[src/rtl/ssd_scan_driver_pkg.sv]
// Shared constants for the 7-segment scan driver: segment encodings and idle levels.
package ssd_scan_driver_pkg;

  localparam logic [6:0] SEG_OFF = 7'h7F;
  localparam logic [3:0] AN_OFF  = 4'hF;

  // Active-low {g,f,e,d,c,b,a}, indexed by hex nibble value
  localparam logic [6:0] HEX_SEG [16] = '{
    7'b1000000, 7'b1111001, 7'b0100100, 7'b0110000,
    7'b0011001, 7'b0010010, 7'b0000010, 7'b1111000,
    7'b0000000, 7'b0010000, 7'b0001000, 7'b0000011,
    7'b1000110, 7'b0100001, 7'b0000110, 7'b0001110
  };

endpackage

[src/rtl/ssd_scan_driver_if.sv]
// Value/control inputs and display outputs of the scan driver.
interface ssd_scan_driver_if;
  logic [31:0] value_in;
  logic        load;
  logic        half_sel;
  logic        blank_lz;
  logic [6:0]  c;
  logic [3:0]  an;
  logic        frame_done;

  modport master (
    output value_in, load, half_sel, blank_lz,
    input  c, an, frame_done
  );

  modport slave (
    input  value_in, load, half_sel, blank_lz,
    output c, an, frame_done
  );
endinterface

[src/rtl/ssd_scan_driver_hex_to_ssd.sv]
// Combinational hex nibble to active-low 7-segment decoder.
module hex_to_ssd
  import ssd_scan_driver_pkg::*;
(
  input  logic [3:0] nib_i,
  output logic [6:0] seg_o
);

  assign seg_o = HEX_SEG[nib_i];

endmodule

[src/rtl/ssd_scan_driver.sv]
// Multiplexed 4-digit hex display driver; new values commit only at scan-frame boundaries.
module ssd_scan_driver
  import ssd_scan_driver_pkg::*;
#(
  parameter int REFRESH_DIV = 50000
) (
  input  logic             clk,
  input  logic             reset,
  ssd_scan_driver_if.slave bus
);

  localparam int DIV_W = (REFRESH_DIV > 1) ? $clog2(REFRESH_DIV) : 1;

  logic [DIV_W-1:0] div_q, div_d;
  logic [1:0]       idx_q, idx_d;
  logic [31:0]      staging_q, staging_d;
  logic [31:0]      shadow_q, shadow_d;
  logic             pending_q, pending_d;
  logic             half_q, half_d;
  logic [6:0]       c_q, c_d;
  logic [3:0]       an_q, an_d;

  logic             tc;
  logic             boundary;
  logic [15:0]      sel_half;
  logic [3:0]       nib;
  logic [6:0]       seg;
  logic             blank;

  assign tc       = (div_q == DIV_W'(REFRESH_DIV - 1));
  assign boundary = tc && (idx_q == 2'd3);

  always_comb begin
    div_d     = div_q;
    idx_d     = idx_q;
    staging_d = staging_q;
    pending_d = pending_q;
    shadow_d  = shadow_q;
    half_d    = half_q;

    if (tc) begin
      div_d = '0;
      idx_d = idx_q + 2'd1;
    end else begin
      div_d = div_q + DIV_W'(1);
    end

    if (bus.load) begin
      staging_d = bus.value_in;
      pending_d = 1'b1;
    end

    // A load landing on the boundary bypasses staging so it is never left pending
    if (boundary) begin
      half_d    = bus.half_sel;
      pending_d = 1'b0;
      if (bus.load) begin
        shadow_d = bus.value_in;
      end else if (pending_q) begin
        shadow_d = staging_q;
      end
    end
  end

  assign sel_half = half_q ? shadow_q[31:16] : shadow_q[15:0];
  assign nib      = sel_half[{idx_q, 2'b00} +: 4];

  always_comb begin
    blank = 1'b0;
    if (bus.blank_lz) begin
      case (idx_q)
        2'd1:    blank = (sel_half[15:4]  == 12'h000);
        2'd2:    blank = (sel_half[15:8]  == 8'h00);
        2'd3:    blank = (sel_half[15:12] == 4'h0);
        default: blank = 1'b0;
      endcase
    end
  end

  hex_to_ssd u_hex_to_ssd (
    .nib_i (nib),
    .seg_o (seg)
  );

  assign c_d  = blank ? SEG_OFF : seg;
  assign an_d = ~(4'b0001 << idx_q);

  always_ff @(posedge clk) begin
    if (reset) begin
      div_q     <= '0;
      idx_q     <= 2'd0;
      staging_q <= 32'h0;
      shadow_q  <= 32'h0;
      pending_q <= 1'b0;
      half_q    <= 1'b0;
      c_q       <= SEG_OFF;
      an_q      <= AN_OFF;
    end else begin
      div_q     <= div_d;
      idx_q     <= idx_d;
      staging_q <= staging_d;
      shadow_q  <= shadow_d;
      pending_q <= pending_d;
      half_q    <= half_d;
      c_q       <= c_d;
      an_q      <= an_d;
    end
  end

  assign bus.c          = c_q;
  assign bus.an         = an_q;
  assign bus.frame_done = boundary && !reset;

endmodule

[src/flat_wrapper.sv]
// flat-port wrapper written by rule: the top's interface ports become plain ports
module ssd_scan_driver_flat import ssd_scan_driver_pkg::*;
#(
  parameter int REFRESH_DIV = 50000
)
  (clk, reset, bus_value_in, bus_load, bus_half_sel, bus_blank_lz, bus_c, bus_an, bus_frame_done);
  ssd_scan_driver_if bus_i ();
  input  logic clk;
  input  logic reset;
  input wire logic [$bits(bus_i.value_in)-1:0] bus_value_in;
  input wire logic [$bits(bus_i.load)-1:0] bus_load;
  input wire logic [$bits(bus_i.half_sel)-1:0] bus_half_sel;
  input wire logic [$bits(bus_i.blank_lz)-1:0] bus_blank_lz;
  output wire logic [$bits(bus_i.c)-1:0] bus_c;
  output wire logic [$bits(bus_i.an)-1:0] bus_an;
  output wire logic [$bits(bus_i.frame_done)-1:0] bus_frame_done;
  assign bus_i.value_in = bus_value_in;
  assign bus_i.load = bus_load;
  assign bus_i.half_sel = bus_half_sel;
  assign bus_i.blank_lz = bus_blank_lz;
  assign bus_c = bus_i.c;
  assign bus_an = bus_i.an;
  assign bus_frame_done = bus_i.frame_done;
  ssd_scan_driver #(.REFRESH_DIV(REFRESH_DIV)) u_core (.clk(clk), .reset(reset), .bus(bus_i));
endmodule
[config.mk]
export PLATFORM = sky130hd
export DESIGN_NAME = ssd_scan_driver_flat
export DESIGN_NICKNAME = d
export VERILOG_FILES = /design/src/rtl/ssd_scan_driver_pkg.sv /design/src/rtl/ssd_scan_driver_if.sv /design/src/rtl/ssd_scan_driver_hex_to_ssd.sv /design/src/rtl/ssd_scan_driver.sv /design/src/flat_wrapper.sv
export SDC_FILE = /design/constraint.sdc
export NUM_CORES = 1
export LEC_CHECK = 0
export BUFFER_PORTS_ARGS = -buffer_cell sky130_fd_sc_hd__buf_2
export CAP_MARGIN = 20
export CELL_PAD_IN_SITES_DETAIL_PLACEMENT = 1
export CELL_PAD_IN_SITES_GLOBAL_PLACEMENT = 2
export CORE_ASPECT_RATIO = 0.8
export CORE_MARGIN = 3
export CORE_UTILIZATION = 30
export DETAILED_ROUTE_END_ITERATION = 8
export PLACE_DENSITY_LB_ADDON = 0.1
export SLEW_MARGIN = 5
export SYNTH_ARGS = -nofsm -noshare
export SYNTH_HDL_FRONTEND = slang
export SYNTH_SLANG_ARGS = --single-unit
[constraint.sdc]
create_clock -name clk -period 2.46 [get_ports clk]
set_clock_uncertainty 0.05 [all_clocks]
set_input_delay 0.123 -clock clk [delete_from_list [all_inputs] [get_ports clk]]
set_output_delay 0.123 -clock clk [all_outputs]
set_load 0.03 [all_outputs]
* After elaboration in Yosys (flattened, before gate mapping)
Memory sizes are Yosys's and may differ from the RTL's. A register that Yosys moved wholly into a read port is not among the register bits.
Index checks and enable logic that the tools add are counted.
** Cells by class
- $add $sub $neg :: 2
- Eq/ne operators :: 4
- Shifts and indexed selects :: 2
- Muxes and demuxes :: 5
- Bitwise operators :: 2
- Reductions and logical operators :: 11
** Operators by type and width (number)
- $mux W32 :: 2
- $add A16 B1 Y16 const B :: 1
- $eq A16 B16 Y1 const B :: 1
- $mux W16 :: 1
- $shiftx A16 B5 Y4 :: 1
- $logic_not A12 Y1 :: 1
- $logic_not A8 Y1 :: 1
- $reduce_or A2 Y1 :: 3
- $not A4 Y5 :: 1
- $eq A2 B2 Y1 const B :: 2
- $logic_not A4 Y1 :: 1
- $not A4 Y4 :: 1
- $shl A1 B2 Y4 const A :: 1
- $pmux W1 S3 :: 1
- $add A2 B1 Y2 const B :: 1
- $eq A2 B1 Y1 const B :: 1
- $logic_and A1 B1 Y1 :: 2
- $reduce_and A2 Y1 :: 1
- $reduce_bool A2 Y1 :: 1
- $logic_not A1 Y1 :: 1
- $mux W1 :: 1
** Storage, ports and cells
- Flip-flop bits (word level) :: 88
- Bits in read-only memories :: 112
- Input bits :: 37
- Output and inout bits :: 12
- Logic and storage cells :: 34
- Memories kept :: 1
** Memories
- (name not given) :: words 16, width 7, read ports 1, clocked after memory_dff 1, write ports 0, line ssd_scan_driver_hex_to_ssd.sv:9 : assign seg_o = HEX_SEG[nib_i];

* Logic depth before layout (Yosys ltp)
Gate-level depths: netlist (run 1).
- Word-level depth :: 5
- Gate-level depth with buffers :: 9
- Mapped depth without buffers :: 8

* Hierarchy
From an unflattened synthesis (run 1), not the netlist that was laid out.
** Unflattened totals
- Cell total of the unflattened synthesis :: 408
- Area total of the unflattened synthesis :: 4325.4 sq um
** By module, submodules not included
- ssd_scan_driver :: instances 1, cells each 373, area each 4077.7 sq um, sequential area each 1901.8 sq um
- hex_to_ssd :: instances 1, cells each 35, area each 247.7 sq um, sequential area each 0.0 sq um

* Worst setup path after synthesis (run 1)
Ideal clock, no wire load.
- Kind :: reg2reg
- Start point :: register u_core.idx_q[0]
- End point :: register u_core.c_q[6] (netlist: u_core.bus.c[6])
- Library setup time :: 0.146 ns
- Arrival time :: 2.125 ns
- Data required time :: 2.264 ns
- Slack :: 0.139 ns
- Cell stages (with the launch flop) :: 9
- Buffers on the path :: 1
- Period minus slack after synthesis :: 2.321 ns
- Cell sequence :: dfxtp_1 -> buf_2 -> mux4_2 -> mux2i_1 -> inv_1 -> ha_1 -> nor2_1 -> a211oi_1 -> nand3b_1
** On the way
- Word-level cells in the longest chain between the ends :: 4
- Elaborated cells between the ends (all ways) :: 8
- Those cells by class :: eq/ne (3); shift (1); mux (2); bitwise (1); reduce/logical (1)
** Ends and longest elaborated chain
- from (decl) :: line ssd_scan_driver.sv:15 : logic [1:0] idx_q, idx_d;
- from (signal assigned) :: line ssd_scan_driver.sv:100 : idx_q <= idx_d;
- $eq A2 B2 Y1 or $eq A2 B1 Y1 (tied branches) :: line ssd_scan_driver.sv:71 : case (idx_q)
- $pmux W1 S3 :: line ssd_scan_driver.sv:71
- $mux W1 :: line ssd_scan_driver.sv:70 : if (bus.blank_lz) begin
- $reduce_or A2 Y1 (no line)
- to (decl) :: line ssd_scan_driver.sv:20 : logic [6:0] c_q, c_d;
Several ways; a longest one is shown, not always the timed one.
A chain may end at the register's enable or synchronous reset.

* Final worst setup path (run 1)
- Start point :: register u_core.div_q[5]
- End point :: output port bus_frame_done
** On the way
- Word-level cells in the longest chain between the ends :: 3
** Ends and longest elaborated chain
- from (decl) :: line ssd_scan_driver.sv:14 : logic [DIV_W-1:0] div_q, div_d;
- from (signal assigned) :: line ssd_scan_driver.sv:99 : div_q <= div_d;
- $eq A16 B16 Y1 :: line ssd_scan_driver.sv:30 : assign tc = (div_q == DIV_W'(REFRESH_DIV - 1));
- $logic_and A1 B1 Y1 :: line ssd_scan_driver.sv:31 : assign boundary = tc && (idx_q == 2'd3);
- $logic_and A1 B1 Y1 :: line ssd_scan_driver.sv:112 : assign bus.frame_done = boundary && !reset;
- to (decl) :: line flat_wrapper.sv:16 : output wire logic [$bits(bus_i.frame_done)-1:0] bus_frame_done;
No other way between the ends.

==> results of run 1 <==
==> cells in the final DEF (no fill, tap or decap), drive strengths merged, types with 3 or more instances in the layout <==
master	count
a211oi	34
buf	63
clkbuf	12
clkinv	4
dfxtp	95
ha	12
inv	8
mux2i	37
mux4	8
nand2	15
nand2b	5
nand3	11
nor2	96
nor3	4
o211ai	3
or4b	3
xnor2	9
xor2	6
==> per-stage QoR <==
step                      setup slack, ns  instances  instance area [sq um]  power [uW]    util
after floorplan                    0.1392        398                   4086        1745       -
after global placement             0.1589        612                   4538        1810  0.3464
after detailed placement          0.06666        612                   4538        1814  0.3464
after CTS                         0.04839        630                   4835        3146  0.3690
after global routing              0.01846        631                   4850        3233  0.3702
final                              0.1389        631                   4850        3091  0.3702
==> critical path, cell delays in order (launching register included) <==
cell	delay (ns)
dfxtp_1	0.36
or4b_4	0.56
nor4_4	0.30
buf_4	0.17
nand2_1	0.11
nor2_1	0.11
clkbuf_4	0.19
==> cells by family after synthesis <==
logic type | after synthesis
AND/OR/NAND/NOR | 149
flip-flops | 95
AO/OA/AOI/OAI | 48
multiplexers | 46
buffers and inverters | 33
XOR/XNOR | 15
adder cells (fa/ha/maj) | 12
==> power by group through the flow <==
stage / Sequential (uW) / Clock, uW / Combinational, uW
after floorplan: 1640 / 0 / 108
after global placement: 1630 / 0 / 184
after detailed placement: 1630 / 0 / 185
after CTS: 1590 / 1360 / 188
after global routing: 1600 / 1430 / 206
final: 1590 / 1320 / 182
==> how the worst max path moves through the flow <==
stage                           startpoint  cells past startpoint                  end  slack, ns
after floorplan            u_core.idx_q[0]                      8      u_core.bus.c[6]       0.14
after global placement       u_core.half_q                      6      u_core.bus.c[2]       0.16
after detailed placement   u_core.idx_q[0]                      7      u_core.bus.c[2]       0.07
after CTS                  u_core.div_q[5]                      6       bus_frame_done       0.05
after global routing      u_core.div_q[11]                      6  u_core.shadow_q[26]       0.02
final                      u_core.div_q[5]                      6       bus_frame_done       0.14
==> sequential cells by signal, summed over array words and instances, names as in the netlist <==
signal / count
u_core.shadow_q: 32
u_core.pending_q: 1
u_core.bus.c: 7
u_core.half_q: 1
u_core.idx_q: 2
u_core.staging_q: 32
u_core.bus.an: 4
u_core.div_q: 16
==> metal layers <==
layer  up-vias  share of wire  track usage
met2        43           0.43       0.2068
met3         4          0.037      0.03630
met1      1395           0.53       0.1943
met5         -              0            0
li1       1484              -            -
met4         0         0.0067      0.03453
==> final cells by class <==
| cell class | instances | share of cell area |
|---|---|---|
| clock buffers | 11 | 0.05005 |
| clock inverters | 5 | 0.006966 |
| flip-flops and latches | 95 | 0.3922 |
| inverters | 9 | 0.006966 |
| repair buffers | 66 | 0.08153 |
| well taps | 175 | 0.04515 |
| multi-input cells | 270 | 0.4172 |
==> timing repair <==
item | 4_1_cts | 5_1_grt
endpoints found under the setup margin | 0 | 4
gates resized for setup | 0 | 2
hold buffers | 2 | 0
buffers inserted | 0 | 1
hold endpoints to repair | 2 | 0
==> metrics, run 1 <==
Vias 2,926; Net count, final 500; Register Area 1902 sq um; final period utilization 0.9435; WP data required 2.29 ns; post-synthesis simple-gate area fraction 0.1660; CTS clk-pin slew, worst paths 0.07 ns; critical path fanouts, max 5; EDFF count, synth 0; Worst Tran Pin Value 0.5723 ns; DRT iter0 DRCs 113; Synth warnings 0; ys flop type dfxtp_1; I/O pins 49; Setup-failing EPs final 0; register area share after synthesis 0.4654; f_max 0.4308 GHz; switching power 727.8 uW; Setup crit end kind output port; status complete, no violations; count leader, synth nor2_1; P_int 2363 uW; Detailed Place HPWL 7180 microns; asr flop ratio synth 0; Rows 37; CTS root buf clkbuf_16; Post-synth top cells nor2_1 (96), dfxtp_1 (95), mux2i_1 (37); R2R setup slack 0.19 ns; syn nets 447; drt drc 0; via/cell ratio 4.637; CP Launch Type flop; initial cell density of the core 0.3119; Die Ht 110.4 microns; die area 15,070 sq um; hold_sp bus_value_in[0]; Yosys top cell area share 0.4654; Post-Synth XOR/XNOR Area 0.03215; sw frac 0.2355; routability congestion estimate 0.8076; depth of the most critical reg-to-reg path 6; Area Growth Syn to Fin 18.68%; Hold Path End u_core.staging_q[0]; Max-cap violations 0; wire per inst 15.38 microns; filler cell count in the final layout 1,493; clock sinks 95; share of cells above drive strength 1 0.2697; ranking of synthesized cells by area dfxtp_1 (47%), mux2i_1 (9.1%), nor2_1 (8.8%), a211oi_2 (8.6%), mux4_2 (4.4%); fin. max-slew vios 0; Worst VDD drop 0.3069 mV; number of global-route vias before repair 3,020; CTS buffer count 9; die width 136.5 microns; pin count of the biggest net entering global routing 33; Leak Pwr 0.001924 uW; CTS tree yes; Multi-input gate area 2023 sq um; drt pass-1 iters 4; mux cell area share after synthesis 0.1375; RSZ-0062 raised after global routing false; Clock Power Share 0.426; CP arrival 2.15 ns; WHS 0.008525 ns; critical path type reg -> out; Synth Area in Compound Gates 0.1212; Synth area leader dfxtp_1; relative slew slack 0.6162; I/O Buffers 48; Synth Area in Adders 0.03674; Antenna Nets Post-Route 0; clk_lat worst skew 0.34 ns; Syn Inst Count 398; combinational family with the most area after synthesis simple AND/OR/NAND/NOR gates; final hold violation count 0; Logic pwr share 0.059; Min Clock Period, post-route 2.321 ns; Synth Register Bits 95; mapped cell area 4086 sq um; Worst R2R End u_core.shadow_q[1]; antenna violations before repair 0; Reg power frac 0.515; Hold Path Depth 3; Diodes inserted 0; htree depth 3; setup TNS 0 ns; synthesized area per cell 10.27 sq um; All-Layer GR Usage 0.1368; grt total ovfl 0; first-pass GRT wire length 15,820 microns; FF-to-FF Start u_core.div_q[5]; power per cell area 637.3 nW/um^2; drt total wl 9702 microns; number of distinct library cells after synthesis 46; CTS max path bufs 2; HP Class in -> reg; Core Area 13,100 sq um
Power figures use the tool's default switching activity.
==> run 2, diff against run 1 <==
--- a/config.mk
+++ b/config.mk
@@ -12,6 +12,7 @@
 export CORE_ASPECT_RATIO = 0.8
 export CORE_MARGIN = 3
 export CORE_UTILIZATION = 30
+export CTS_BUF_LIST = sky130_fd_sc_hd__clkbuf_8
 export DETAILED_ROUTE_END_ITERATION = 8
 export PLACE_DENSITY_LB_ADDON = 0.1
 export SLEW_MARGIN = 5
==> metrics, run 2 (synthesis gave the netlist of run 1 again) <==
critical path type reg -> out; final hold violation count 0; clk_lat worst skew 0.36 ns; CTS max path bufs 2; RSZ-0062 raised after global routing false; drt drc 0; Rows 37; depth of the most critical reg-to-reg path 6; Setup crit end kind output port; Hold Path End u_core.staging_q[11]; die area 15,070 sq um; routability congestion estimate 0.8076; CTS clk-pin slew, worst paths 0.09 ns; antenna violations before repair 0; Worst Tran Pin Value 0.5507 ns; All-Layer GR Usage 0.1372; Multi-input gate area 2027 sq um; die width 136.5 microns; wire per inst 15.11 microns; first-pass GRT wire length 15,930 microns; Die Ht 110.4 microns; Core Area 13,100 sq um; Worst R2R End u_core.bus.c[2]; Register Area 1903 sq um; Detailed Place HPWL 7180 microns; Min Clock Period, post-route 2.308 ns; pin count of the biggest net entering global routing 33; Crit. Startpoint u_core.div_q[10]; status complete, no violations; relative slew slack 0.6224; fin. max-slew vios 0; Net count, final 516; clock sinks 95; hold_sp bus_value_in[11]; drt pass-1 iters 4; final period utilization 0.9380; most common cell after layout, fill and taps aside nor2_1; R2R setup slack 0.21 ns; HP Class in -> reg; I/O Buffers 48; power per cell area 557.7 nW/um^2; Area Growth Syn to Fin 20.24%; Leak Pwr 0.001952 uW; Antenna Nets Post-Route 0; CTS tree yes; FF-to-FF Start u_core.half_q; Max-cap violations 0; Diodes inserted 0; setup TNS 0 ns; filler cell count in the final layout 1,501; post-layout util 0.3750; share of cells above drive strength 1 0.2648; I/O pins 49; grt total ovfl 0; WP data required 2.29 ns; f_max 0.4334 GHz; largest registers u_core.shadow_q x32, u_core.staging_q x32, u_core.div_q x16; drt total wl 9776 microns; Vias 3,012; Power Total 2740 uW; Inst Count DP 612; CTS root buf clkbuf_8; Hold Path Depth 3; initial cell density of the core 0.3119; Setup-failing EPs final 0; CP arrival 2.13 ns; number of global-route vias before repair 3,052; Worst VDD drop 0.2669 mV; CP Launch Type flop; critical path fanouts, max 3; WHS 0.01690 ns; most frequent cells in the layout nor2_1 (96), dfxtp_1 (94), buf_2 (47); Layout Cells excl Fill 647; CTS buffer count 9; DRT iter0 DRCs 109; via/cell ratio 4.655; htree depth 3
## run 2: stage by stage
stage	area [sq um]	setup slack (ns)
floorplan	4086	0.1392
global placement	4538	0.1589
detailed placement	4538	0.06666
CTS	4893	0.002295
global route	4913	0.01890
finish	4913	0.1525
## run 2: critical path, cell delays in order, from the launching register on
cell and delay [ns]:
dfxtp_1 0.35, or4b_4 0.55, nor4_4 0.29, buf_4 0.17, nand2_1 0.11, nor2_1 0.11, clkbuf_4 0.19
## run 2: per-layer routing
metal | vias to the layer above | track usage | wire [microns]
li1 | 1514 | - | -
met1 | 1444 | 0.1920 | 5082
met2 | 47 | 0.2120 | 4226
met3 | 7 | 0.03358 | 385
met4 | 0 | 0.03669 | 81
met5 | - | 0 | 0
## run 2: worst max-delay path by stage
stage,end,slack (ns)
after detailed placement,u_core.bus.c[2],0.07
after global placement,u_core.bus.c[2],0.16
final,bus_frame_done,0.15
after global routing,u_core.bus.c[0],0.02
after floorplan,u_core.bus.c[6],0.14
after CTS,bus_frame_done,0.002
## run 2: what timing repair did
action / CTS / global route
gates resized for setup: 0 / 4
buffers inserted: 0 / 1
endpoints found under the hold margin: 18 / 0
endpoints found under the setup margin: 0 / 4
hold buffers: 18 / 0
## run 2: cell type report
cell class,count,share of cell area
Multi-Input combinational cell,270,0.4125
Sequential cell,95,0.3873
Clock buffer,10,0.02801
Tap cell,175,0.04456
Inverter,9,0.006875
Timing Repair Buffer,82,0.1131
Clock inverter,6,0.007639
## run 2: report_power, final
group	leakage [uW]	switching (uW)	internal [uW]	total [uW]
Sequential	0.000775	13.2	1580	1590
Combinational	0.00109	115	87.5	202
Clock	0.0000895	556	390	946
Total	0.00195	684	2060	2740
